--- src/rtl/atm_pkg.sv ---
// Shared encodings for the ATM terminal paths: status codes, currency codes,
// ASCII constants and the message transmitter state enum.
package atm_pkg;

    localparam logic [3:0] MSG_ACC_FOUND      = 4'd1;
    localparam logic [3:0] MSG_ACC_NOT_FOUND  = 4'd2;
    localparam logic [3:0] MSG_PIN_CORRECT    = 4'd3;
    localparam logic [3:0] MSG_PIN_INCORRECT  = 4'd4;
    localparam logic [3:0] MSG_AMT_VALID      = 4'd5;
    localparam logic [3:0] MSG_AMT_INVALID    = 4'd6;
    localparam logic [3:0] MSG_EXIT           = 4'd7;
    localparam logic [3:0] MSG_INPUT_COMPLETE = 4'd8;

    localparam logic [2:0] CUR_USD = 3'd0;
    localparam logic [2:0] CUR_BTC = 3'd1;
    localparam logic [2:0] CUR_ETH = 3'd2;
    localparam logic [2:0] CUR_XRP = 3'd3;
    localparam logic [2:0] CUR_LTC = 3'd4;

    localparam logic [7:0] ASCII_CR    = 8'h0D;
    localparam logic [7:0] ASCII_LF    = 8'h0A;
    localparam logic [7:0] ASCII_SPACE = 8'h20;
    localparam logic [7:0] ASCII_QMARK = 8'h3F;
    localparam logic [7:0] ASCII_ZERO  = 8'h30;

    typedef enum logic [2:0] {
        ST_IDLE,
        ST_PREFIX,
        ST_SEP1,
        ST_CUR,
        ST_SEP2,
        ST_DIGITS,
        ST_CR,
        ST_LF
    } tx_state_e;

endpackage

--- src/rtl/msg_char_rom.sv ---
// Combinational character table: maps the transmitter position and the
// latched message fields to the ASCII byte shown at that position.
module msg_char_rom
    import atm_pkg::*;
(
    input  tx_state_e   state,
    input  logic [1:0]  idx,
    input  logic [3:0]  code,
    input  logic [2:0]  currency,
    input  logic [3:0]  nibble,
    output logic [7:0]  char_out
);

    logic [31:0] prefix;
    logic [23:0] tag;

    always_comb begin
        prefix = "ERR?";
        case (code)
            MSG_ACC_FOUND:      prefix = "ACOK";
            MSG_ACC_NOT_FOUND:  prefix = "ACNF";
            MSG_PIN_CORRECT:    prefix = "PNOK";
            MSG_PIN_INCORRECT:  prefix = "PNBD";
            MSG_AMT_VALID:      prefix = "AMOK";
            MSG_AMT_INVALID:    prefix = "AMBD";
            MSG_EXIT:           prefix = "EXIT";
            MSG_INPUT_COMPLETE: prefix = "DONE";
            default:            prefix = "ERR?";
        endcase
    end

    always_comb begin
        tag = "???";
        case (currency)
            CUR_USD: tag = "USD";
            CUR_BTC: tag = "BTC";
            CUR_ETH: tag = "ETH";
            CUR_XRP: tag = "XRP";
            CUR_LTC: tag = "LTC";
            default: tag = "???";
        endcase
    end

    always_comb begin
        char_out = 8'h00;
        case (state)
            ST_PREFIX: begin
                case (idx)
                    2'd0:    char_out = prefix[31:24];
                    2'd1:    char_out = prefix[23:16];
                    2'd2:    char_out = prefix[15:8];
                    default: char_out = prefix[7:0];
                endcase
            end
            ST_SEP1, ST_SEP2: char_out = ASCII_SPACE;
            ST_CUR: begin
                case (idx)
                    2'd0:    char_out = tag[23:16];
                    2'd1:    char_out = tag[15:8];
                    default: char_out = tag[7:0];
                endcase
            end
            // Non-decimal nibbles are shown as '?' rather than as hex letters
            ST_DIGITS: char_out = (nibble <= 4'd9) ? (ASCII_ZERO + {4'h0, nibble}) : ASCII_QMARK;
            ST_CR:     char_out = ASCII_CR;
            ST_LF:     char_out = ASCII_LF;
            default:   char_out = 8'h00;
        endcase
    end

endmodule

--- src/rtl/atm_message_tx.sv ---
// Message transmitter: turns a status code, optional currency tag and 4-digit
// BCD value into an ASCII byte stream over a valid/ready handshake.
module atm_message_tx
    import atm_pkg::*;
#(
    parameter bit EOL_LF = 1'b1
) (
    input  logic        clk,
    input  logic        rst_n,
    input  logic        start,
    input  logic [3:0]  msg_code,
    input  logic        show_value,
    input  logic [2:0]  currency,
    input  logic [15:0] value,
    input  logic        abort,
    output logic [7:0]  tx_data,
    output logic        tx_valid,
    input  logic        tx_ready,
    output logic        busy,
    output logic        done
);

    // A byte moves on any edge where tx_valid & tx_ready; tx_data is held
    // while tx_valid is high and the sink stalls.
    tx_state_e   state, nxt_state;
    logic [1:0]  idx, nxt_idx;
    logic [3:0]  code_q;
    logic        show_q;
    logic [2:0]  cur_q;
    logic [15:0] val_q;

    logic [3:0]  code_sel;
    logic [2:0]  cur_sel;
    logic [15:0] val_sel;
    logic [3:0]  nibble_sel;
    logic [7:0]  rom_byte;
    logic        xfer;

    assign xfer = tx_valid & tx_ready;

    // In IDLE the first byte is looked up straight from the inputs being latched
    assign code_sel   = (state == ST_IDLE) ? msg_code : code_q;
    assign cur_sel    = (state == ST_IDLE) ? currency : cur_q;
    assign val_sel    = (state == ST_IDLE) ? value    : val_q;
    assign nibble_sel = val_sel[{nxt_idx, 2'b00} +: 4];

    always_comb begin
        nxt_state = state;
        nxt_idx   = idx;
        case (state)
            ST_IDLE: begin
                nxt_state = ST_PREFIX;
                nxt_idx   = 2'd0;
            end
            ST_PREFIX: begin
                if (idx == 2'd3) begin
                    nxt_state = show_q ? ST_SEP1 : ST_CR;
                    nxt_idx   = 2'd0;
                end else begin
                    nxt_idx = idx + 2'd1;
                end
            end
            ST_SEP1: begin
                nxt_state = ST_CUR;
                nxt_idx   = 2'd0;
            end
            ST_CUR: begin
                if (idx == 2'd2) begin
                    nxt_state = ST_SEP2;
                    nxt_idx   = 2'd0;
                end else begin
                    nxt_idx = idx + 2'd1;
                end
            end
            ST_SEP2: begin
                nxt_state = ST_DIGITS;
                nxt_idx   = 2'd0;
            end
            ST_DIGITS: begin
                if (idx == 2'd3) begin
                    nxt_state = ST_CR;
                    nxt_idx   = 2'd0;
                end else begin
                    nxt_idx = idx + 2'd1;
                end
            end
            ST_CR:   nxt_state = EOL_LF ? ST_LF : ST_IDLE;
            ST_LF:   nxt_state = ST_IDLE;
            default: nxt_state = ST_IDLE;
        endcase
    end

    msg_char_rom u_rom (
        .state    (nxt_state),
        .idx      (nxt_idx),
        .code     (code_sel),
        .currency (cur_sel),
        .nibble   (nibble_sel),
        .char_out (rom_byte)
    );

    always_ff @(posedge clk or negedge rst_n) begin
        if (!rst_n) begin
            state    <= ST_IDLE;
            idx      <= 2'd0;
            code_q   <= 4'd0;
            show_q   <= 1'b0;
            cur_q    <= 3'd0;
            val_q    <= 16'd0;
            tx_data  <= 8'h00;
            tx_valid <= 1'b0;
            busy     <= 1'b0;
            done     <= 1'b0;
        end else begin
            done <= 1'b0;
            if (state == ST_IDLE) begin
                if (start) begin
                    code_q   <= msg_code;
                    show_q   <= show_value;
                    cur_q    <= currency;
                    val_q    <= value;
                    state    <= nxt_state;
                    idx      <= nxt_idx;
                    tx_data  <= rom_byte;
                    tx_valid <= 1'b1;
                    busy     <= 1'b1;
                end
            end else if (abort) begin
                state    <= ST_IDLE;
                idx      <= 2'd0;
                tx_valid <= 1'b0;
                busy     <= 1'b0;
            end else if (xfer) begin
                state <= nxt_state;
                idx   <= nxt_idx;
                if (nxt_state == ST_IDLE) begin
                    tx_valid <= 1'b0;
                    busy     <= 1'b0;
                    done     <= 1'b1;
                end else begin
                    tx_data <= rom_byte;
                end
            end
        end
    end

endmodule

--- config.mk ---
export PLATFORM = sky130hd
export DESIGN_NAME = atm_message_tx
export DESIGN_NICKNAME = d
export VERILOG_FILES = /design/src/rtl/atm_pkg.sv /design/src/rtl/msg_char_rom.sv /design/src/rtl/atm_message_tx.sv
export SDC_FILE = /design/constraint.sdc
export NUM_CORES = 1
export LEC_CHECK = 0
export BUFFER_PORTS_ARGS = -buffer_cell sky130_fd_sc_hd__buf_2
export CAP_MARGIN = 5
export CORE_AREA = 5 5 93 95
export DETAILED_ROUTE_END_ITERATION = 12
export DIE_AREA = 0 0 98 100
export SLEW_MARGIN = 15
export SYNTH_ARGS = -nofsm -noshare
export SYNTH_HDL_FRONTEND = slang
export SYNTH_HIERARCHICAL = 1
export SYNTH_SLANG_ARGS = --single-unit
--- constraint.sdc ---
create_clock -name clk -period 3.3 [get_ports clk]
set_input_delay 0.165 -clock clk [delete_from_list [all_inputs] [get_ports clk]]
set_output_delay 0.165 -clock clk [all_outputs]
set_load 0.05 [all_outputs]
==> run metrics <==
status=finished clean; crit-path leading delay family=multiplexers; standard-cell row count=32; CP max-delay cell=dfrtp_1; maximum vdd ir drop=0.294 mV; Hold Crit Class=in -> async; initial DRC count=157; Cells after Synth=317; setup bufs post-CTS=0; Yosys cell types=59; cell area after placement=about 3200 sq um; core box area=7650 sq um; htree depth=2; # setup viols final=0; Max FO, Critical Path=17; vias in the first global route=~2,300; IO buf count=39; CTS tree=yes; Max-cap violations=0; total number of vias=2,370; Mapped Nets=roughly 360; most frequent cells in the layout=43 x nand2_1, 39 x dfrtp_1, 39 x buf_2; total CTS buffers=5; largest family of logic cells by synthesized area=multiplexers; WP data required=3.48 ns; dpl hpwl=5010 um; mux contribution to synthesized area=23.5%; Post-CTS Resized=0; initial antenna violation count=0; Cell Area, Synth=approximately 3000 sq um; EDFF count, synth=0; switching share of total power=41.1%; Worst-Margin Slew=0.910 ns; setup TNS=0 ns; Internal=approximately 1.3 mW; Routed Antenna Nets=0; root buf cell=clkbuf_8; Routed WL=approximately 6700 um; cts-stage hold buffer count=0; final slew viol count=0; Worst-path clk slew=0.08 ns; Syn. warnings=6; Skew-Pair Late Insertion Delay=0.29 ns; final net count=389; Synth Area in Simple Gates=14.6%; area grow syn2layout=12.6%; Compound-Gate Fraction of Synth Area=16.8%; Seq/Total Area, Yosys=33.0%; async set-reset flop share out of synthesis=100%; Initial Util=between 30% and 40%; Comb pwr share=51.6%; clock power share=16.6%; global route total overflow=0; overall power=2.13 mW; Tmin final=about 3 ns; most frequent CP cell=mux2i_1; Worst EP arrival=roughly 3.1 ns; sequential power share=31.9%; final core utilization=a little over two fifths; 1st-pass router iterations=4; overall routing resource usage=13.9%; crit-path max cell delay=roughly 0.53 ns; Synth Flop Type=dfrtp_1; Final Hold Violating Endpoints=0; first-pass GRT wire length=11,300 um; Synth Area in XOR/XNOR=1.14%; commonest non-fill, non-tap cell in the layout=nand2_1; Die H=about 100 um; area of the die=a little under 10,000 sq um; switching pwr=approximately 880 uW; RSZ-0062 raised after global routing=false; Placer Congestion=0.861; drt drc=0; synthesized-area fraction occupied by adder cells=4.65%; n_diodes=0; layout cells sized above 1=between 20 and 30%; Crit path buffers/inverters=1; upper clock frequency limit=343 MHz; CP Capture Type=register; CTS max path bufs=2; Rel. slew slack=39.3%; vias per inst=5.24; Mean Syn Cell Area=9.34 sq um; Static Leak=around 1.5 nW; period utilization=between 80 and 90%; crit path kind=reg -> reg; CP Cell Sequence=nor3_4 -> buf_4 -> mux2i_1 -> mux2i_1 -> mux2_2 -> o21a_1 -> nor2_1 -> o21ai_0 -> a221o_1 -> mux2_4; P per Cell Area=between 600 and 700 nW/um^2; nature of the critical path startpoint=register; pin count of the biggest net entering global routing=40; wire per inst=14.7 um; Post-Route Skew=0.00826 ns; flops & latches, synth=39; CTS Sinks=39; I/O pins=40; Min Hold Slack=0.00528 ns; final instance area=3330 sq um; Die Width=98 um
[state kept, by name, summed over array words and instances, names as in the netlist, 2 cells and up]
name,flops
tx_data,8
val_q,16
idx,2
cur_q,3
state,3
code_q,4
[routing by layer]
| metal | routed length [um] | vias up | track usage, % | part of all wire [%] |
|---|---|---|---|---|
| met2 | 2990 | 48 | 22.5 | 45 |
| met3 | 224 | 9 | 2.36 | 3.4 |
| met5 | 0 | - | 0 | 0 |
| met4 | 87 | 0 | 3.83 | 1.3 |
| met1 | 3360 | 1123 | 19.4 | 50 |
| li1 | - | 1190 | - | - |
[cells in the mapped netlist, types with 3 or more instances]
cell	count	area, sq um
a21oi_1	19	95.1
a31oi_1	5	31.3
buf_2	11	55.1
buf_4	5	37.5
clkbuf_1	5	18.8
dfrtp_1	39	976
ha_1	11	138
inv_1	16	60.1
mux2_2	28	315
mux2_4	8	120
mux2i_1	26	260
nand2_1	43	161
nand2b_1	5	31.3
nor2_1	17	63.8
nor2b_1	4	25.0
nor3_1	6	30.0
o211ai_1	5	37.5
o21a_1	3	22.5
o21ai_0	16	80.1
[area by class of cell]
cell class / instances / area [sq um]
inverter: 16 / 60.1
clock buffer: 8 / 100
sequential: 39 / 976
tap: 102 / 128
timing repair buffer: 47 / 255
multi-input combinational: 240 / 1810
fill: 778 / 4310
[stage by stage]
step,worst slack [ns],instances
floorplan,0.254,317
global placement,0.484,444
detailed placement,0.404,444
CTS,0.385,452
global route,0.175,452
finish,0.383,452
[power groups by stage]
stage	Sequential, mW	Combinational (mW)	Clock [mW]
CTS	0.678	1.10	0.364
global route	0.696	1.20	0.384
floorplan	0.799	0.755	0
finish	0.678	1.10	0.352
global placement	0.686	1.08	0
detailed placement	0.688	1.10	0
[path summary, 6_finish.rpt]
| check | cells past startpoint | slack, ns | start | endpoint |
|---|---|---|---|---|
| setup / recovery | 10 | 0.38 | state[0] | tx_data[0] |
| hold / removal | 1 | 0.005 | rst_n | val_q[5] |
| setup reg to reg | 10 | 0.38 | state[0] | tx_data[0] |
| hold reg to reg | 2 | 0.47 | cur_q[1] | cur_q[1] |
| max in group asynchronous | 1 | 2.72 | rst_n | tx_data[4] |
| min in group clk | 3 | 0.08 | currency[0] | cur_q[0] |
[cell families (layout without fill, tap and decap cells)]
family                     Yosys count  count (layout)
buffers and inverters               38              71
xor gates and xnor gates             3               3
other                                1               1
AOI/OAI and AO/OA                   74              74
adders and majority gates           11              11
and+or+nand+nor                     89              89
DFF                                 39              39
muxes                               62              62
(Power assumes the default switching activity.)
